--- src/rtl/uart_print_arbiter_pkg.sv ---
// rtl/uart_print_arbiter_pkg.sv - shared types and constants for the UART print arbiter
package uart_print_arbiter_pkg;

    typedef enum logic [1:0] {
        ST_IDLE     = 2'd0,
        ST_HOLD     = 2'd1,
        ST_WAIT_RDY = 2'd2
    } state_t;

    localparam int PR_MSG_W  = 64;
    localparam int MAX_REQ   = 8;
    localparam int ID_W      = 3;

    // One 8-char message at 115200 baud, 10 bits per frame, is about 35k cycles at 50 MHz;
    // the default watchdog leaves ample margin above that.
    localparam int CLK_HZ        = 50_000_000;
    localparam int BAUD          = 115_200;
    localparam int FRAME_BITS    = 10;
    localparam int MSG_CHARS     = 8;
    localparam int MIN_TIMEOUT   = (CLK_HZ / BAUD) * FRAME_BITS * MSG_CHARS;
    localparam int TIMEOUT_DFLT  = 2_000_000;

endpackage

--- src/rtl/uart_print_arbiter_rr_pick.sv ---
// rtl/uart_print_arbiter_rr_pick.sv - combinational round-robin first-set-bit search after last grant
module uart_print_arbiter_rr_pick
    import uart_print_arbiter_pkg::*;
#(
    parameter int N = 4
) (
    input  logic [N-1:0]    req_i,
    input  logic [ID_W-1:0] last_i,
    output logic            valid_o,
    output logic [ID_W-1:0] idx_o
);

    logic [MAX_REQ-1:0] req_pad;
    logic               hi_valid;
    logic               lo_valid;
    logic [ID_W-1:0]    hi_idx;
    logic [ID_W-1:0]    lo_idx;

    // Lowest set bit above last_i wins; otherwise wrap to the lowest set bit at or below it.
    always_comb begin
        req_pad  = MAX_REQ'(req_i);
        hi_valid = 1'b0;
        lo_valid = 1'b0;
        hi_idx   = '0;
        lo_idx   = '0;
        for (int j = N - 1; j >= 0; j--) begin
            if (req_pad[j]) begin
                if (ID_W'(j) > last_i) begin
                    hi_valid = 1'b1;
                    hi_idx   = ID_W'(j);
                end else begin
                    lo_valid = 1'b1;
                    lo_idx   = ID_W'(j);
                end
            end
        end
        valid_o = hi_valid | lo_valid;
        idx_o   = hi_valid ? hi_idx : lo_idx;
    end

endmodule

--- src/rtl/uart_print_arbiter.sv ---
// rtl/uart_print_arbiter.sv - round-robin arbiter sharing one 8-char UART printer with a watchdog
module uart_print_arbiter
    import uart_print_arbiter_pkg::*;
#(
    parameter int N_REQ   = 4,
    parameter int MSG_W   = PR_MSG_W,
    parameter int HOLDOFF = 2,
    parameter int TIMEOUT = TIMEOUT_DFLT
) (
    input  logic                   i_clk,
    input  logic                   i_rst_h,
    input  logic [N_REQ-1:0]       i_req,
    input  logic [N_REQ*MSG_W-1:0] i_data,
    output logic [N_REQ-1:0]       o_ack,
    output logic [MSG_W-1:0]       o_pr_data,
    output logic                   o_pr_we,
    input  logic                   i_pr_ready,
    output logic                   o_busy,
    output logic [ID_W-1:0]        o_gnt_id,
    output logic                   o_err
);

    localparam int CNT_W = $clog2((TIMEOUT > HOLDOFF ? TIMEOUT : HOLDOFF) + 1);
    localparam logic [CNT_W-1:0] HOLD_LAST = CNT_W'(HOLDOFF - 1);
    localparam logic [CNT_W-1:0] WDOG_LAST = CNT_W'(TIMEOUT - 1);

    state_t            state_q;
    logic [CNT_W-1:0]  cnt_q;
    logic              pick_valid;
    logic [ID_W-1:0]   pick_idx;
    logic [MSG_W-1:0]  data_d;
    logic [N_REQ-1:0]  ack_d;

    uart_print_arbiter_rr_pick #(
        .N (N_REQ)
    ) u_pick (
        .req_i   (i_req),
        .last_i  (o_gnt_id),
        .valid_o (pick_valid),
        .idx_o   (pick_idx)
    );

    always_comb begin
        data_d = '0;
        ack_d  = '0;
        for (int k = 0; k < N_REQ; k++) begin
            if (pick_idx == ID_W'(k)) begin
                data_d   = i_data[k*MSG_W +: MSG_W];
                ack_d[k] = 1'b1;
            end
        end
    end

    always_ff @(posedge i_clk) begin
        if (i_rst_h) begin
            state_q   <= ST_IDLE;
            cnt_q     <= '0;
            o_ack     <= '0;
            o_pr_we   <= 1'b0;
            o_pr_data <= '0;
            o_busy    <= 1'b0;
            o_gnt_id  <= ID_W'(N_REQ - 1);
            o_err     <= 1'b0;
        end else begin
            o_ack   <= '0;
            o_pr_we <= 1'b0;
            o_err   <= 1'b0;
            case (state_q)
                ST_IDLE: begin
                    cnt_q <= '0;
                    if (i_pr_ready && pick_valid) begin
                        o_pr_data <= data_d;
                        o_pr_we   <= 1'b1;
                        o_ack     <= ack_d;
                        o_gnt_id  <= pick_idx;
                        o_busy    <= 1'b1;
                        state_q   <= ST_HOLD;
                    end
                end
                // Printer ready is still stale right after the strobe, so it is not looked at here.
                ST_HOLD: begin
                    if (cnt_q == HOLD_LAST) begin
                        cnt_q   <= '0;
                        state_q <= ST_WAIT_RDY;
                    end else begin
                        cnt_q <= cnt_q + CNT_W'(1);
                    end
                end
                ST_WAIT_RDY: begin
                    if (i_pr_ready) begin
                        cnt_q   <= '0;
                        o_busy  <= 1'b0;
                        state_q <= ST_IDLE;
                    end else if (cnt_q == WDOG_LAST) begin
                        cnt_q   <= '0;
                        o_err   <= 1'b1;
                        o_busy  <= 1'b0;
                        state_q <= ST_IDLE;
                    end else begin
                        cnt_q <= cnt_q + CNT_W'(1);
                    end
                end
                default: begin
                    cnt_q   <= '0;
                    state_q <= ST_IDLE;
                end
            endcase
        end
    end

endmodule

--- config.mk ---
export PLATFORM = sky130hd
export DESIGN_NAME = uart_print_arbiter
export DESIGN_NICKNAME = d
export VERILOG_FILES = /design/src/rtl/uart_print_arbiter_pkg.sv /design/src/rtl/uart_print_arbiter_rr_pick.sv /design/src/rtl/uart_print_arbiter.sv
export SDC_FILE = /design/constraint.sdc
export NUM_CORES = 1
export LEC_CHECK = 0
export ABC_CLOCK_PERIOD_IN_PS = 4610
export BUFFER_PORTS_ARGS = -buffer_cell sky130_fd_sc_hd__buf_4
export CAP_MARGIN = 15
export CELL_PAD_IN_SITES_DETAIL_PLACEMENT = 1
export CELL_PAD_IN_SITES_GLOBAL_PLACEMENT = 2
export CORE_MARGIN = 10
export CORE_UTILIZATION = 26
export CTS_CLUSTER_DIAMETER = 200
export DETAILED_ROUTE_END_ITERATION = 16
export PLACE_DENSITY_LB_ADDON = 0.3
export REMOVE_ABC_BUFFERS = 1
export SKIP_CTS_REPAIR_TIMING = 1
export SLEW_MARGIN = 10
export SYNTH_ARGS = -nofsm -noshare
export SYNTH_HDL_FRONTEND = slang
export SYNTH_SLANG_ARGS = --single-unit
--- constraint.sdc ---
create_clock -name i_clk -period 4.61 [get_ports i_clk]
set_input_delay 0.6915 -clock i_clk [delete_from_list [all_inputs] [get_ports i_clk]]
set_output_delay 0.6915 -clock i_clk [all_outputs]
set_load 0.1 [all_outputs]
* After elaboration in Yosys (flattened, before gate mapping) *
Index checks and enable logic that the tools add are counted.

operators by class
  magnitude comparators = 4
  muxes and demuxes = 56
  bitwise operators = 4
  div/mod/pow operators = 0
  $add $sub $neg = 1
  reductions and logical operators = 10
  equal/unequal tests = 10
  multiply operators = 0
  shifts and indexed selects = 0

operators with widths
  operator               number
  $mux 64                4
  $mux 21                3
  $mux 3                 15
  $pmux 21 s2            1
  $mux 1                 25
  $add 21x1->21 const B  1
  $eq 21x1->1 const B    1
  $eq 21x21->1 const B   1
  $mux 2                 6
  $eq 3x2->1 const B     2
  $gt 1x3->1 const A     2
  $gt 2x3->1 const A     2
  $pmux 2 s3             1
  $reduce_and 3->1       2
  $reduce_or 3->1        2
  $ne 2x2->1 const B     2
  $eq 3x1->1 const B     1
  $logic_not 3->1        1
  $ne 3x3->1 const B     1
  $not 1->1              3
  $eq 2x1->1 const B     1
  $eq 2x2->1 const B     1
  $logic_not 2->1        1
  $pmux 1 s2             1
  other kinds (5)        5

word-level totals
  output and inout port bits = 74
  input bits = 263
  word-level logic and storage cells = 93
  bits in writable memories = 0
  memories kept = 0
  bits in read-only memories = 0
  register bits = 97
  bits in latches = 0

* Longest topological paths before layout *
  depth after elaboration = 15
  mapped depth = 9
  gate-level depth less buffers = 7

* Cells and area by module *
A second synthesis with hierarchy kept.

unflattened totals
  cell total of the unflattened synthesis = 474
  area total of the unflattened synthesis = 5286.3 µm²

modules (own cells, without submodules)
  module                      area each (µm²)  cells each  times used  seq. area each (µm²)
  uart_print_arbiter          5151.2           451         1           1941.9
  uart_print_arbiter_rr_pick  135.1            23          1           0.0

* Least setup slack after synthesis *
No wires, ideal clock.

  kind = flip-flop to flip-flop
  from = reg o_gnt_id[0]
  to = reg o_pr_data[37]
  data arrival time = 2543 ps
  stages on the path, launching flop included = 8
  period minus slack after synthesis = 2665 ps
  path slack = 1945 ps
  path through = dfxtp_1 -> nand2b_1 -> a21boi_2 -> or3_1 -> buf_4 -> buf_6 -> mux2_4 -> a221o_1

between the ends
  longest elaborated chain between the ends = 15
  elaborated cells on any way between the ends = 48

ends and longest elaborated chain
  element                           line                              text
  from (decl)                       uart_print_arbiter.sv:19          output logic [ID_W-1:0] o_gnt_id,
  from (signal assigned)            uart_print_arbiter.sv:62          o_gnt_id <= ID_W'(N_REQ - 1);
  from (signal assigned)            uart_print_arbiter.sv:75          o_gnt_id <= pick_idx;
  $gt 2x3->1                        uart_print_arbiter_rr_pick.sv:28  if (ID_W'(j) > last_i) begin
  $mux 2 or $mux 1 (tied branches)  uart_print_arbiter_rr_pick.sv:28
  $mux 3 or $mux 1 (tied branches)  uart_print_arbiter_rr_pick.sv:27  if (req_pad[j]) begin
  $mux 3 or $mux 1 (tied branches)  uart_print_arbiter_rr_pick.sv:28
  $mux 3 or $mux 1 (tied branches)  uart_print_arbiter_rr_pick.sv:27
  $mux 3 or $mux 1 (tied branches)  uart_print_arbiter_rr_pick.sv:28
  $mux 3 or $mux 1 (tied branches)  uart_print_arbiter_rr_pick.sv:27
  $mux 3 or $mux 1 (tied branches)  uart_print_arbiter_rr_pick.sv:28
  $mux 3 or $mux 1 (tied branches)  uart_print_arbiter_rr_pick.sv:27
  $mux 3                            uart_print_arbiter_rr_pick.sv:38  idx_o = hi_valid ? hi_idx : lo_idx;
  $logic_not 3->1                   uart_print_arbiter.sv:47          if (pick_idx == ID_W'(k)) begin
  $mux 64 (4 in series)             uart_print_arbiter.sv:47
  to (signal assigned)              uart_print_arbiter.sv:72          o_pr_data <= data_d;
  to (decl)                         uart_print_arbiter.sv:15          output logic [MSG_W-1:0] o_pr_data,

Several ways; a longest one is shown, not always the timed one.
A chain may end at the register's enable or synchronous reset.

* Final worst setup path *
  from = in i_req[0]
  to = reg o_pr_data[16]

between the ends
  longest elaborated chain between the ends = 7
  elaborated cells on any way between the ends = 16

ends and longest elaborated chain
  element                           line                              text
  from (decl)                       uart_print_arbiter.sv:12          input logic [N_REQ-1:0] i_req,
  $mux 3 or $mux 1 (tied branches)  uart_print_arbiter_rr_pick.sv:27
  $mux 3                            uart_print_arbiter_rr_pick.sv:38
  $logic_not 3->1                   uart_print_arbiter.sv:47
  $mux 64 (4 in series)             uart_print_arbiter.sv:47

Several ways; a longest one is shown, not always the timed one.

==> summary.md <==
| Metric | Value |
|---|---|
| Placed instance count | `~1,200` |
| Hold_ws | `about 0.48 ns` |
| Overflow after GRT | `0` |
| Inserted Diodes | `0` |
| Max incr delay on CP | `between 0.7 and 0.8 ns` |
| Busiest grt layer | `met2` |
| Min-delay worst type | `flip-flop to flip-flop` |
| Clk sinks | `96` |
| Max clock buf depth | `2` |
| Clock slew seen by the registers of the worst setup and hold paths | `0.08 ns` |
| Fin util | `between 40% and 50%` |
| Antenna viol nets, final | `0` |
| Library cells used by synthesis | `between 40 and 50` |
| Area Growth Syn to Fin | `51.5%` |
| Worst slew pin tran | `~1 ns` |
| Slew headroom | `between 30% and 40%` |
| Fillcell total | `about 2,600` |
| Share of cells above drive strength 1 | `between 40% and 50%` |
| Routed vias/inst | `5.10` |
| Reg-to-reg setup timing slack | `2.05 ns` |
| Pwr dens | `between 500 and 600 mW/mm^2` |
| Final period utilization | `between 50% and 60%` |
| Cell count after synthesis | `628` |
| Gp weighted congestion | `0.744` |
| Worst path cell trace | `buf_4 > nor4_2 > nor2_2 > buf_4 > nand2b_1 > a211oi_1 > a2111oi_0` |
| Std cell rows | `54` |
| CP Launch Type | `input pin` |
| Slowest cell on crit path | `nand2b_1` |
| Post-route minimum period | `~2.7 ns` |
| Arr. time, crit path | `2.96 ns` |
| Power Total | `4.62 mW` |
| Non-Filler Instances | `1,208` |
| Worst EP required | `approximately 4.8 ns` |
| PortBufs | `about 340` |
| Die W | `roughly 170 um` |
| Fmax | `roughly 0.37 GHz` |
| Initial antenna violation count | `0` |
| Sequential fraction of the synthesis area | `~33%` |
| Dominant cell type by area after synthesis | `dfxtp_1` |
| Status | `complete, no violations` |
| Core outline area | `~0.022 mm^2` |
| Critical path launch point | `i_req[0]` |
| First DRT Iteration DRCs | `about 180` |
| Layout Skew | `between 0.007 and 0.008 ns` |
| Worst Min Path Start | `cnt_q[0]` |
| Most frequent CP cell | `buf_4` |
| First-pass GRT wire length | `a little under 40,000 um` |
| Nets | `1,192` |
| DPL Wire Length | `between 15,000 and 20,000 um` |
| Number of global-route vias before repair | `about 6,800` |
| Clock buffer count from CTS | `9` |
| Final max-slew violation count | `0` |
| Yosys reg bits | `96` |
| Setup-failing EPs final | `0` |
| CTS tree | `done` |
| Top cells by area, synth | `dfxtp_1, mux2i_1, nand3_1` |
| Die ar. | `0.0288 mm^2` |
| Initial Utilization | `a little over a quarter` |
| Vias | `a little over 6,000` |
| Mapped Area | `0.00583 mm^2` |
| Gr usage total | `between 10% and 20%` |
| Met2 Track Usage GR | `between 20% and 30%` |
| Final Hold Viols | `0` |
| Fraction of registers with async set/reset | `0%` |
| Leakage | `~3.8 nW` |
| Worst vdd ir | `around 0.16 mV` |
| R2R Path Start | `o_gnt_id[0]` |
| Die Y | `170 um` |
| Worst reg2reg path depth | `6` |
| Post-synth top flop | `dfxtp_1` |
| # IOs | `roughly 340` |
| Number of synthesized flops with an enable pin | `0` |
| Routed Wire Length | `about 26,000 um` |
| Hold Path Stages | `1` |
| Maxcap violations | `0` |
| H-tree depth | `3` |
| Mean Syn Cell Area | `around 9.3 um^2` |
| Worst r2r dst | `o_pr_data[60]` |
| WL/cell | `approximately 21 um` |
| M3 GR Usage | `~8.9%` |
| Routing usage on met1 | `between 10% and 20%` |
| Hold path endpoint | `cnt_q[0]` |
| Synth top cells by count | `dfxtp_1, nand3_1, mux2i_1, nor2_1, a221o_1` |
| Root Buffer | `clkbuf_16` |
| Synthesis Warnings | `0` |
| Worst setup path class | `input pin to flip-flop` |
| Top-area cell type share of the netlist area | `around 33%` |
| Largest net degree at the start of global routing | `between 90 and 100` |
| First drt pass iteration count | `4` |
| DRC | `0` |
| Later-pin clock latency in the skew report | `0.35 ns` |
| RSZ-0062 raised after global routing | `no` |
| Crit Path Max Fanout | `27` |
| Critical Path Sink Type | `flip-flop` |
layout by cell type (no fill, tap or decap), drive strengths merged, types with 2 or more instances in the layout:
cell,n
or2,2
o21ai,2
clkinvlp,3
dfxtp,96
a221o,43
nor4,4
and4,4
ha,6
inv,9
buf,346
mux2i,64
nand3,96
nor3,7
nand2b,6
nand2,10
xor2,14
nor2b,3
mux2,43
a211oi,23
nand4,6
or3,2
nor2,57
and3,4
nor4b,22
xnor2,5
a21oi,6
nor3b,2
or4,2
a2111oi,21
clkbuf,9
nand3b,2
stage by stage:
step	setup TNS, ns	setup WS (ns)	cell area (um^2)
floorplan	-116.38	-2.02	5520
global placement	0	1.54	8540
detailed placement	0	1.43	8540
CTS	0	1.81	8830
global route	0	1.65	8830
finish	0	1.88	8830
worst max-delay path: cells and delay by family:
kind            cells  cell delay, ns
simple gates        3            1.38
compound gates      2            0.50
buf+inv             2            0.38
power breakdown:
part	internal [mW]	total [mW]	switching, mW
Clock	0.377	0.745	0.368
Combinational	0.761	2.75	1.99
Sequential	1.01	1.12	0.109
Total	2.15	4.62	2.47
registers in the layout, indices dropped and copies added, names as in the netlist:
register   count
cnt_q         21
o_ack          4
o_busy         1
o_err          1
o_gnt_id       2
o_pr_data     64
o_pr_we        1
state_q        2
layout make-up:
class | instances | area, um^2 | area share, %
sequential | 96 | 1920 | 21.8
inverter | 6 | 22.5 | 0.255
clock inverter | 7 | 62.6 | 0.709
clock buffer | 9 | 225 | 2.55
timing repair buffer | 346 | 2620 | 29.7
tap | 280 | 350 | 3.97
multi-input combinational | 464 | 3620 | 41.1
worst max-delay path by stage:
stage | to | depth (start not counted)
after floorplan | o_pr_data[0] | 5
after global placement | o_pr_data[52] | 7
after detailed placement | o_pr_data[16] | 7
after CTS | o_pr_data[16] | 7
after global routing | o_pr_data[33] | 7
final | o_pr_data[16] | 7
per-layer routing:
metal  wire length [um]  up-vias
met3               3150       11
met1              10300     2909
met2              12100      253
met4                253        0
met5                  0        -
li1                   -     2982
cells by family (layout without fill, tap and decap cells):
kind of cell | Yosys count | count (layout) | synth area share [%]
compound gates | 101 | 101 | 16.7
other cells | 1 | 1 | 0.0643
fa+ha+maj | 6 | 6 | 1.29
xor+xnor | 19 | 19 | 2.86
simple gates | 230 | 230 | 21.0
flops | 96 | 96 | 33.0
mux | 107 | 107 | 19.4
buf+inv | 68 | 368 | 5.69
(Power assumes the default switching activity.)
